[src/rtl/dbus_if.sv]
// Data-bus bridge: turns the memory stage's single-cycle RAM request into a
// Wishbone cyc/stb/ack transaction and holds the pipeline until it resolves.
module dbus_if #(
    parameter int unsigned TIMEOUT = 16,
    parameter int unsigned CNT_W   = 5
) (
    input  logic        clk,
    input  logic        rst,
    input  logic        stall_i,
    input  logic        flush_i,
    input  logic        cpu_ce_i,
    input  logic        cpu_we_i,
    input  logic [3:0]  cpu_sel_i,
    input  logic [31:0] cpu_addr_i,
    input  logic [31:0] cpu_data_i,
    output logic [31:0] cpu_data_o,
    output logic        stallreq_o,
    output logic        bus_err_o,
    output logic [31:0] wb_adr_o,
    output logic [31:0] wb_dat_o,
    output logic        wb_we_o,
    output logic [3:0]  wb_sel_o,
    output logic        wb_stb_o,
    output logic        wb_cyc_o,
    input  logic [31:0] wb_dat_i,
    input  logic        wb_ack_i
);

    typedef enum logic [1:0] {IDLE, BUSY, WAIT_STALL} state_t;

    localparam logic [CNT_W-1:0] CNT_LAST = (TIMEOUT == 0) ? '0 : CNT_W'(TIMEOUT - 1);

    state_t            state;
    logic [CNT_W-1:0]  cnt;
    logic [31:0]       rd_buf;
    logic              timeout_hit;

    assign timeout_hit = (TIMEOUT != 0) && (cnt == CNT_LAST);

    always_comb begin
        stallreq_o = 1'b0;
        cpu_data_o = '0;
        case (state)
            IDLE:       stallreq_o = cpu_ce_i & ~flush_i;
            BUSY: begin
                if (wb_ack_i) cpu_data_o = wb_dat_i;
                else          stallreq_o = ~flush_i & ~timeout_hit;
            end
            WAIT_STALL: cpu_data_o = rd_buf;
            default: ;
        endcase
    end

    always_ff @(posedge clk) begin
        if (rst) begin
            state     <= IDLE;
            cnt       <= '0;
            rd_buf    <= '0;
            wb_adr_o  <= '0;
            wb_dat_o  <= '0;
            wb_we_o   <= 1'b0;
            wb_sel_o  <= '0;
            wb_stb_o  <= 1'b0;
            wb_cyc_o  <= 1'b0;
            bus_err_o <= 1'b0;
        end else begin
            bus_err_o <= 1'b0;
            case (state)
                IDLE: begin
                    if (cpu_ce_i && !flush_i) begin
                        wb_adr_o <= cpu_addr_i;
                        wb_dat_o <= cpu_data_i;
                        wb_we_o  <= cpu_we_i;
                        wb_sel_o <= cpu_sel_i;
                        wb_stb_o <= 1'b1;
                        wb_cyc_o <= 1'b1;
                        cnt      <= '0;
                        state    <= BUSY;
                    end
                end
                BUSY: begin
                    // ack wins over flush and timeout; a flushed ack still ends the cycle
                    if (wb_ack_i) begin
                        wb_stb_o <= 1'b0;
                        wb_cyc_o <= 1'b0;
                        wb_we_o  <= 1'b0;
                        wb_sel_o <= '0;
                        rd_buf   <= wb_dat_i;
                        state    <= (stall_i && !flush_i) ? WAIT_STALL : IDLE;
                    end else if (flush_i) begin
                        wb_stb_o <= 1'b0;
                        wb_cyc_o <= 1'b0;
                        wb_we_o  <= 1'b0;
                        wb_sel_o <= '0;
                        state    <= IDLE;
                    end else if (timeout_hit) begin
                        wb_stb_o  <= 1'b0;
                        wb_cyc_o  <= 1'b0;
                        wb_we_o   <= 1'b0;
                        wb_sel_o  <= '0;
                        rd_buf    <= '0;
                        bus_err_o <= 1'b1;
                        state     <= IDLE;
                    end else begin
                        cnt <= cnt + CNT_W'(1);
                    end
                end
                WAIT_STALL: begin
                    if (!stall_i || flush_i) state <= IDLE;
                end
                default: state <= IDLE;
            endcase
        end
    end

endmodule

[config.mk]
export PLATFORM = sky130hd
export DESIGN_NAME = dbus_if
export DESIGN_NICKNAME = d
export VERILOG_FILES = /design/src/rtl/dbus_if.sv
export SDC_FILE = /design/constraint.sdc
export NUM_CORES = 1
export LEC_CHECK = 0
export ABC_AREA = 0
export ABC_CLOCK_PERIOD_IN_PS = 2450
export BUFFER_PORTS_ARGS = -buffer_cell sky130_fd_sc_hd__buf_4
export CORE_MARGIN = 2
export CORE_UTILIZATION = 46
export CTS_CLUSTER_DIAMETER = 60
export CTS_CLUSTER_SIZE = 16
export DETAILED_ROUTE_END_ITERATION = 10
export GPL_TIMING_DRIVEN = 0
export MAX_ROUTING_LAYER = met4
export PLACE_DENSITY = 0.89
export SLEW_MARGIN = 10
export SYNTH_ARGS = -nofsm -noshare
export SYNTH_HDL_FRONTEND = slang
export SYNTH_SLANG_ARGS = --single-unit
[constraint.sdc]
create_clock -name clk -period 2.45 [get_ports clk]
set_input_delay 0.49 -clock clk [delete_from_list [all_inputs] [get_ports clk]]
set_output_delay 0.49 -clock clk [all_outputs]
set_load 0.02 [all_outputs]
# ---- Word-level counts from Yosys, hierarchy flattened
# Cells that the tools add are included.
dict set report word_totals {
  regBits 110
  inputBits 107
  output_inout_bits 105
  word_cells 71
}
dict set report op_classes {
  n_addsub 1
  eq_ne 10
  muxes 32
  bitwise_logic 5
  n_reduce_logical 14
}
# operator n
set ops {}
lappend ops {{2-to-1 mux 32 bit} 4}
lappend ops {{one-hot mux 32 bit (2 select lines)} 1}
lappend ops {{2-to-1 mux 5 bit} 4}
lappend ops {{2-to-1 mux 4 bit} 4}
lappend ops {{2-to-1 mux 2 bit} 6}
lappend ops {{!= test 2 bit, second input constant} 5}
lappend ops {{one-hot mux 5 bit (2 select lines)} 1}
lappend ops {{AND reduction 3 bit} 3}
lappend ops {{one-hot mux 4 bit (2 select lines)} 1}
lappend ops {{2-to-1 mux 1 bit} 7}
lappend ops {{one-hot mux 1 bit (2 select lines)} 3}
lappend ops {{one-hot mux 2 bit (3 select lines)} 1}
lappend ops {{adder 5 x 1 -> 5 bit, second input constant} 1}
lappend ops {{== test 5 x 4 -> 1 bit, second input constant} 1}
lappend ops {{AND reduction 5 bit} 1}
lappend ops {{!= test 4 bit, second input constant} 1}
lappend ops {{nonzero test 2 bit} 2}
lappend ops {{OR reduction 4 bit} 1}
lappend ops {{NOT 1 bit} 3}
lappend ops {{bitwise AND 1 bit} 2}
lappend ops {{== test 2 x 1 -> 1 bit, second input constant} 1}
lappend ops {{== test 2 bit, second input constant} 1}
lappend ops {{logical AND 1 bit} 2}
lappend ops {{logical NOT 1 bit} 2}
lappend ops {{4 further kinds} 4}

# ---- Logic depth before layout (Yosys ltp)
# Gate-level depths: netlist of the first run.
dict set report depth {
  ltp_word 5
  ltp_mapped 8
  depth_no_buf 7
}

# ---- Worst setup path before layout of the first run
# OpenSTA, ideal clock, no wires.
dict set report synth_path {
  path_type {reg-to-output}
  start {register cnt[0]}
  end {output stallreq_o}
  arrival_time_ns 1.633
  required_ns 1.960
  setup_slack_ns 0.327
  path_stages_with_launch 6
  n_path_buf 0
  path_cell_list {dfxtp_1 > ha_1 > and3_1 > ha_1 > or4b_1 > nand2_1}
}
dict set report synth_via {
  elab_chain_cells 5
}
# item line_no
set synth_rtl {}
lappend synth_rtl {{start: declaration} 34} ;# logic [CNT_W-1:0] cnt;
lappend synth_rtl {{start signal: assignment} 105} ;# cnt <= cnt + CNT_W'(1);
lappend synth_rtl {{== test 5 x 4 -> 1 bit} 38} ;# assign timeout_hit = (TIMEOUT != 0) && (cnt == CNT_LAST);
lappend synth_rtl {{named net timeout_hit} 36} ;# logic timeout_hit;
lappend synth_rtl {{NOT 1 bit} 47} ;# else stallreq_o = ~flush_i & ~timeout_hit;
lappend synth_rtl {{bitwise AND 1 bit} 47}
lappend synth_rtl {{2-to-1 mux 1 bit} 46} ;# if (wb_ack_i) cpu_data_o = wb_dat_i;
lappend synth_rtl {{one-hot mux 1 bit (2 select lines)} 43} ;# case (state)
lappend synth_rtl {{end: declaration} 17} ;# output logic stallreq_o,
# The timed path passes the listed nets, and every way through them passes these cells.

# ---- Final worst setup path of the first run
# Same ends and word-level chain as after synthesis.

==> results by group, run 1 <==
Run status
  – Status: finished with violations
  – Failing checks: setup timing

Synthesis
  – Mapped Nets: 681
  – Gate Count Post-Synth: 569
  – Mux share of post-synthesis cell area: 0.458%
  – Primary FF master, synth: dfxtp_1
  – Synth cell types: 34
  – Avg Cell Area, Syn: 7.68 um^2
  – Compound-cell area share of the yosys netlist: 19.5%
  – Simple-gate share of the synthesized area: 23.9%
  – Post-synth ARST share: 0%
  – Post-Synth XOR/XNOR Area: 0%
  – Largest family of logic cells by synthesized area: simple AND/OR/NAND/NOR gates
  – Area of the mapped netlist: 4370 um^2
  – Sequential element share of the synthesized area: 50.4%
  – Synth Area in Adders: 1.43%
  – FF+latch count, synth: 110
  – Post-synth EDFFs: 0
  – Yosys warning total: 0

Timing
  – Fmax: 404 MHz
  – Final Slew Violations: 0
  – RSZ-0062 raised after global routing: true
  – Final hold violation count: 0
  – Setup WS post-layout: -0.0249 ns
  – Minimum clock period: 2.47 ns
  – Final Setup Violations: 1
  – Final Skew: 0.0112 ns
  – Fin crit share: 101%
  – Relative slew slack: 62.2%
  – Worst-Margin Slew: 0.566 ns

Detailed routing
  – Post-route ant nets: 0
  – Residual DRC: 0
  – Via density: 5.07
  – Wirelength per Cell: 14.2 um
  – Routed WL: 13.1 mm
  – Drt first-iter violations: 110
  – Drt pass-1 iters: 5
  – Vias: 4,676

Placement
  – GPL Wtd Cong: 0.891
  – Placed Cells: 908
  – Port-buffer cells: 210
  – HPWL after DPL: 10.1 mm

Floorplanning
  – Std cell rows: 35
  – DIE AREA: 10,300 um^2
  – Initial Utilization: 47.3%
  – Die W: 101 um
  – Core area: 9240 um^2
  – I/O pins: 212
  – Die height: 101 um

Layout
  – Share of cells above drive strength 1: 31.9%
  – Fin util: 69.3%
  – Finished Layout Cells: 923
  – Layout area overhead: 46.7%
  – Ant. Diodes: 0
  – NumNets Final: 901

Critical path
  – Top Family by Delay on Critical Path: simple AND/OR/NAND/NOR gates
  – CP Launch Type: flip-flop
  – CP Class: reg -> out
  – Worst Path Max Fanout: 4
  – Slowest stage delay, CP: 0.55 ns
  – CP Cell Sequence: ha_4 -> and3_4 -> ha_4 -> or4b_4 -> nand2_2 -> buf_6
  – CP arrival: 1.98 ns
  – Most used cell along the critical path: ha_4
  – Slowest CP cell: or4b_4
  – Worst endpoint required time: 1.96 ns
  – Buf/Inv on CP: 1
  – Setup crit end kind: output pin

Global route
  – Total GRT Usage: 25.1%
  – Grt ovf: 0
  – Largest net degree at the start of global routing: 20
  – First-pass GRT wire length: 20.1 mm
  – Initial antenna violation count: 0
  – Vias in the first global route: 4,466

Flow run
  – Max Cap Viol: 0

Clock tree
  – Clk buf depth: 2
  – TritonCTS clock tree: yes
  – Clock Latency Late Sink: 0.36 ns
  – H-tree lvl count: 3
  – Clock tree root buffer cell: clkbuf_8
  – Sink Count: 110
  – Worst-path clk slew: 0.11 ns
  – CTS Buf Count: 9

Pwr
  – Leak: 2.69 nW
  – PD cells: 620 nW/um^2
  – Total Power: 0.00397 W
  – Max VDD drop: 307 uV

Hold path
  – Hold WC Path Type: in -> reg
-- where the power goes --
part	switching, W	internal, W
combinational	0.000436	0.000357
sequential	0.0000564	0.00189
clock	0.000644	0.000592
total	0.00114	0.00284
-- per-stage QoR --
| stage | area [um^2] | setup slack [ns] | hold WS, ns | setup TNS (ns) |
|---|---|---|---|---|
| after global routing | 6410 | -0.0691 | 0.348 | -0.0738 |
| after CTS | 6390 | -0.0374 | 0.345 | -0.0374 |
| final | 6410 | -0.0249 | 0.361 | -0.0249 |
| after floorplan | 4370 | 0.327 | 0.437 | 0 |
| after global placement | 6110 | 0.210 | 0.441 | 0 |
| after detailed placement | 6110 | 0.184 | 0.448 | 0 |
-- layout make-up --
type / count / area, um^2
Multi-Input combinational cell: 413 / 2010
Tap cell: 129 / 161
Sequential cell: 110 / 2200
Clock inverter: 7 / 109
Buffer: 39 / 183
Timing Repair Buffer: 212 / 1600
Inverter: 4 / 15.0
Fill cell: 711 / 2830
Clock buffer: 9 / 124
-- layout by cell type, fill, tap and decap left out, drive strengths merged, types with 3 or more instances in the layout --
master,Yosys,layout
dfxtp,110,110
a21boi,32,32
clkbuf,23,29
buf,19,231
a21oi,99,99
clkinv,0,3
nor2b,3,3
a22oi,5,5
nand3b,3,3
inv,4,5
nand2,228,228
ha,5,5
nor2,13,13
-- worst register-to-register path: cells and delay by family (launching register included) --
family | cells | cell delay [ns]
DFF | 1 | 0.36
buffers and inverters | 1 | 0.42
adders and majority gates | 2 | 0.33
AOI/OAI and AO/OA | 2 | 0.50
and+or+nand+nor | 3 | 0.44
-- registers in the layout (all words and copies together) (netlist names), 2 cells and up --
register,count
cnt,5
rd_buf,32
state,2
wb_adr_o,32
wb_dat_o,32
wb_sel_o,4
-- per-layer routing --
| layer | up-vias | global-route usage (%) | wire [um] | part of all wire [%] |
|---|---|---|---|---|
| met2 | 213 | 44.6 | 6530 | 50 |
| met4 | 0 | 8.73 | 217 | 1.7 |
| met3 | 26 | 3.45 | 941 | 7.2 |
| met1 | 2139 | 29.0 | 5410 | 41 |
| li1 | 2298 | - | - | - |
| met5 | - | - | 0 | 0 |
-- synth_stat cells, types with 2 or more instances --
library cell | instances | area [um^2]
buf_1 | 10 | 37.5
nor2_1 | 13 | 48.8
nor3_1 | 2 | 10.0
and2_1 | 2 | 12.5
nand3_1 | 2 | 10.0
dfxtp_1 | 110 | 2200
ha_1 | 5 | 62.6
inv_1 | 4 | 15.0
a21oi_1 | 99 | 495
buf_2 | 7 | 35.0
buf_4 | 2 | 15.0
a22oi_1 | 5 | 37.5
clkbuf_1 | 23 | 86.3
a21boi_1 | 5 | 37.5
nand3b_1 | 3 | 22.5
nand2_1 | 228 | 856
a21boi_0 | 27 | 203
nor4b_1 | 2 | 17.5
nand2b_1 | 2 | 12.5
mux2i_1 | 2 | 20.0
nor2b_1 | 3 | 18.8
-- repair_timing --
action / CTS / global route
buffers inserted: 1 / 1
resized for setup: 17 / 15
endpoints found under the setup margin: 31 / 30
hold buffers: 0 / 0
pin swaps: 1 / 1
-- kinds of logic (layout without fill, tap and decap cells) --
logic type | after synthesis | count (layout)
simple gates | 261 | 261
compound gates | 145 | 145
flops | 110 | 110
buf+inv | 46 | 271
fa+ha+maj | 5 | 5
mux | 2 | 2
-- path summary, 6_finish.rpt --
kind                                               from                        end  slack (ns)  depth (start not counted)
worst min-delay path                     cpu_data_i[10]  wb_dat_o[10]$_SDFFE_PP0P_        0.36                          3
worst max register to register      cnt[0]$_SDFFE_PP0P_    rd_buf[25]$_SDFFE_PP0P_        0.33                          8
worst min register to register  rd_buf[29]$_SDFFE_PP0P_    rd_buf[29]$_SDFFE_PP0P_        0.46                          2
worst max-delay path                cnt[0]$_SDFFE_PP0P_                 stallreq_o       -0.02                          6
Power figures use the tool's default switching activity.
==> inputs of run 2 (changes only) <==
--- a/config.mk
+++ b/config.mk
@@ -5,7 +5,7 @@
 export SDC_FILE = /design/constraint.sdc
 export NUM_CORES = 1
 export LEC_CHECK = 0
-export ABC_AREA = 0
+export ABC_AREA = 1
 export ABC_CLOCK_PERIOD_IN_PS = 2450
 export BUFFER_PORTS_ARGS = -buffer_cell sky130_fd_sc_hd__buf_4
 export CORE_MARGIN = 2
@@ -15,7 +15,7 @@
 export DETAILED_ROUTE_END_ITERATION = 10
 export GPL_TIMING_DRIVEN = 0
 export MAX_ROUTING_LAYER = met4
-export PLACE_DENSITY = 0.89
+export PLACE_DENSITY = 0.79
 export SLEW_MARGIN = 10
 export SYNTH_ARGS = -nofsm -noshare
 export SYNTH_HDL_FRONTEND = slang
==> run 2 against run 1 <==
  * The flow now finishes without violations
  * Non-clock buffer count rose by 6
  * Register-to-register slack improved by 0.32 ns
  * Final area increased by 2.0%
  * Worst setup slack better by 0.15 ns
  * Clock power shrank 15%
  * Total power grew 33%
  * Via count grew 5.1%
  * Critical path depth increased by 2
  * Synthesized cell count up 6.3%
  * Global-route usage is 0.20 points higher
  * Sequential power grew 12%
==> results by group, run 2 <==
Layout
  – Ant. Diodes: 0 (unchanged)
  – Layout area overhead: 44.4% (was 46.7%)
  – Largest regs: rd_buf: 32 flops, wb_adr_o: 32 flops, wb_dat_o: 32 flops (unchanged)
  – NumNets Final: 938 (was 901)
  – Finished Layout Cells: 964 (was 923)
  – Most frequent cells in the layout: buf_4 (215), nand2_1 (195), a21oi_1 (122) (was nand2_1 (227), buf_4 (216), dfxtp_1 (108))
  – Commonest non-fill, non-tap cell in the layout: buf_4 (was nand2_1)
  – Share of cells above drive strength 1: 33.6% (was 31.9%)
  – Filler cells: 864 (was 711)
  – Fin area: 6540 um^2 (was 6410 um^2)

Pwr
  – Psw: 0.00205 W (was 0.00114 W)
  – Leak: 2.79 nW (was 2.69 nW)
  – Internal power: 0.00325 W (was 0.00284 W)
  – PD cells: 811 nW/um^2 (was 620 nW/um^2)
  – Clock power frac: 19.8% (was 31.1%)
  – Gate power share: 39.1% (was 20.0%)
  – Flop pwr share: 41.1% (was 48.9%)
  – Switching part of the total: 38.7% (was 28.6%)
  – Max VDD drop: 402 uV (was 307 uV)
  – Total Power: 0.00530 W (was 0.00397 W)

Synthesis
  – Area of the mapped netlist: 4520 um^2 (was 4370 um^2)
  – Avg Cell Area, Syn: 7.48 um^2 (was 7.68 um^2)
  – Post-synth EDFFs: 0 (unchanged)
  – Yosys top cell area share: 48.7% (was 50.4%)
  – Mapped Nets: 717 (was 681)
  – Sequential element share of the synthesized area: 48.7% (was 50.4%)
  – Post-synth top cells: nand2_1 (195), a21oi_1 (135), dfxtp_1 (110), nand3_1 (73), nor2_1 (19) (was nand2_1 (228), dfxtp_1 (110), a21oi_1 (99), a21boi_0 (27), clkbuf_1 (23))
  – Area contributors post-synth: dfxtp_1 (49%), nand2_1 (16%), a21oi_1 (15%), nand3_1 (8.1%), buf_6 (3.5%) (was dfxtp_1 (50%), nand2_1 (20%), a21oi_1 (11%), a21boi_0 (4.6%), clkbuf_1 (2.0%))
  – Primary FF master, synth: dfxtp_1 (unchanged)
  – Post-synth ARST share: 0% (unchanged)
  – Synth cell types: 17 (was 34)
  – Post-synth top area cell: dfxtp_1 (unchanged)
  – FF+latch count, synth: 110 (unchanged)
  – Yosys warning total: 0 (unchanged)
  – Gate Count Post-Synth: 605 (was 569)
  – Count leader, synth: nand2_1 (unchanged)

Placement
  – Port-buffer cells: 210 (unchanged)
  – Placed Cells: 948 (was 908)
  – HPWL after DPL: 10.3 mm (was 10.1 mm)
  – GPL Wtd Cong: 0.925 (was 0.891)
  – Cell area after placement: 6270 um^2 (was 6110 um^2)

Clock tree
  – Worst-path clk slew: 0.11 ns (about the same)
  – H-tree lvl count: 3 (unchanged)
  – TritonCTS clock tree: yes (unchanged)
  – Hold_buf cts: 0 (unchanged)
  – CTS Buf Count: 9 (unchanged)
  – Clock tree root buffer cell: clkbuf_8 (unchanged)
  – Sink Count: 110 (unchanged)
  – Post-CTS setup buffers: 0 (was 1)
  – Clk buf depth: 2 (unchanged)
  – Clock Latency Late Sink: 0.36 ns (about the same)

Critical path
  – CP Class: reg -> out (unchanged)
  – CP arrival: 1.83 ns (was 1.98 ns)
  – Setup crit end kind: output pin (unchanged)
  – CP Launch Type: flip-flop (unchanged)
  – Worst Path Max Fanout: 10 (was 4)
  – Worst endpoint required time: 1.96 ns (about the same)

Detailed routing
  – Routed WL: 13.6 mm (was 13.1 mm)
  – Residual DRC: 0 (unchanged)
  – Post-route ant nets: 0 (unchanged)
  – Via density: 5.10 (was 5.07)
  – Drt pass-1 iters: 4 (was 5)
  – Drt first-iter violations: 192 (was 110)
  – Vias: 4,915 (was 4,676)
  – Wirelength per Cell: 14.1 um (was 14.2 um)

Global route
  – Largest net degree at the start of global routing: 20 (unchanged)
  – Total GRT Usage: 25.3% (was 25.1%)
  – Grt ovf: 0 (unchanged)
  – Initial antenna violation count: 0 (unchanged)
  – Vias in the first global route: 4,588 (was 4,466)
  – First-pass GRT wire length: 20.8 mm (was 20.1 mm)

Floorplanning
  – I/O pins: 212 (unchanged)
  – Std cell rows: 36 (was 35)
  – Initial Utilization: 46.9% (was 47.3%)
  – Die W: 103 um (was 101 um)
  – DIE AREA: 10,600 um^2 (was 10,300 um^2)
  – Die height: 103 um (was 101 um)
  – Core area: 9640 um^2 (was 9240 um^2)

Timing
  – Setup tns final: 0 ns (was -0.0249 ns)
  – Worst-Margin Slew: 0.476 ns (was 0.566 ns)
  – Fmax: 431 MHz (was 404 MHz)
  – Final hold violation count: 0 (unchanged)
  – RSZ-0062 raised after global routing: true (unchanged)
  – Minimum clock period: 2.32 ns (was 2.47 ns)
  – Relative slew slack: 68.3% (was 62.2%)
  – Final Skew: 0.0116 ns (was 0.0112 ns)
  – Final Slew Violations: 0 (unchanged)
  – Final Setup Violations: 0 (was 1)
  – Fin crit share: 94.8% (was 101%)

Hold path
  – Hold WC Path Type: in -> reg (unchanged)

Flow run
  – Max Cap Viol: 0 (unchanged)

Run status
  – Status: finished clean (was finished with violations)
## run 2: changes by cell type after synthesis, sizes merged, moves of 6 or more
cell,previous run,this run
a21oi,99,135
buf,19,30
inv,4,16
nand3,2,74
clkbuf,23,17
nand2,228,195
a21boi,32,0
nor2,13,20
## run 2: kinds of logic after synthesis
logic type / after synthesis / share of synthesized area, %
adders and majority gates: 5 / 1.38
DFF: 110 / 48.7
and+or+nand+nor: 290 / 26.6
AOI/OAI and AO/OA: 137 / 15.2
buffers and inverters: 63 / 8.19
## run 2: repair_timing
action / in CTS / in global routing
pin swaps: 0 / 1
endpoints found under the setup margin: 12 / 27
gates resized for setup: 8 / 19
## run 2: final timing paths
path                                          startpoint                   endpoint  slack, ns  depth (start not counted)
worst max register to register       cnt[0]$_SDFFE_PP0P_     rd_buf[5]$_SDFFE_PP0P_       0.65                          8
worst max-delay path               state[1]$_SDFFE_PP0P_             cpu_data_o[17]       0.13                          8
worst min register to register  wb_adr_o[5]$_SDFFE_PP0P_   wb_adr_o[5]$_SDFFE_PP0P_       0.47                          2
worst min-delay path                      cpu_data_i[11]  wb_dat_o[11]$_SDFFE_PP0P_       0.37                          3
## run 2: power groups by stage
stage | sequential [W] | combinational, W | clock [W]
floorplan | 0.00236 | 0.00108 | 0
global placement | 0.00220 | 0.00193 | 0
detailed placement | 0.00221 | 0.00198 | 0
CTS | 0.00217 | 0.00201 | 0.00108
global route | 0.00221 | 0.00227 | 0.00115
finish | 0.00218 | 0.00207 | 0.00105
## run 2: layer usage
layer	track usage, %	share of wire [%]	vias up	wire length (um)
met2	42.7	51	168	6940
met1	30.1	41	2293	5510
met5	-	0	-	0
met4	10.0	2.6	0	350
li1	-	-	2426	-
met3	4.57	5.7	28	773
## run 2: per-stage QoR
stage	setup WS, ns	hold WS (ns)	util (%)
2_1_floorplan	0.537	0.454	-
3_3_place_gp	0.385	0.450	65.0
3_5_place_dp	0.350	0.454	65.0
4_1_cts	0.0280	0.350	67.1
5_1_grt	-0.00819	0.347	67.8
6_report	0.128	0.365	67.8
## run 2: critical path, stage by stage (launching register included)
cell and delay [ns]:
dfxtp_1 0.33, inv_1 0.09, ha_1 0.15, buf_4 0.14
buf_6 0.15, buf_6 0.15, nand3_1 0.12, a21oi_2 0.17
buf_4 0.16
## run 2: area by class of cell
cell class,count,area [um^2],area share [%]
multi-input combinational,432,2010,30.7
sequential,110,2200,33.7
clock buffer,10,138,2.11
clock inverter,6,51.3,0.785
buffer,47,335,5.13
tap,133,166,2.55
inverter,16,60.1,0.919
timing repair buffer,210,1580,24.1
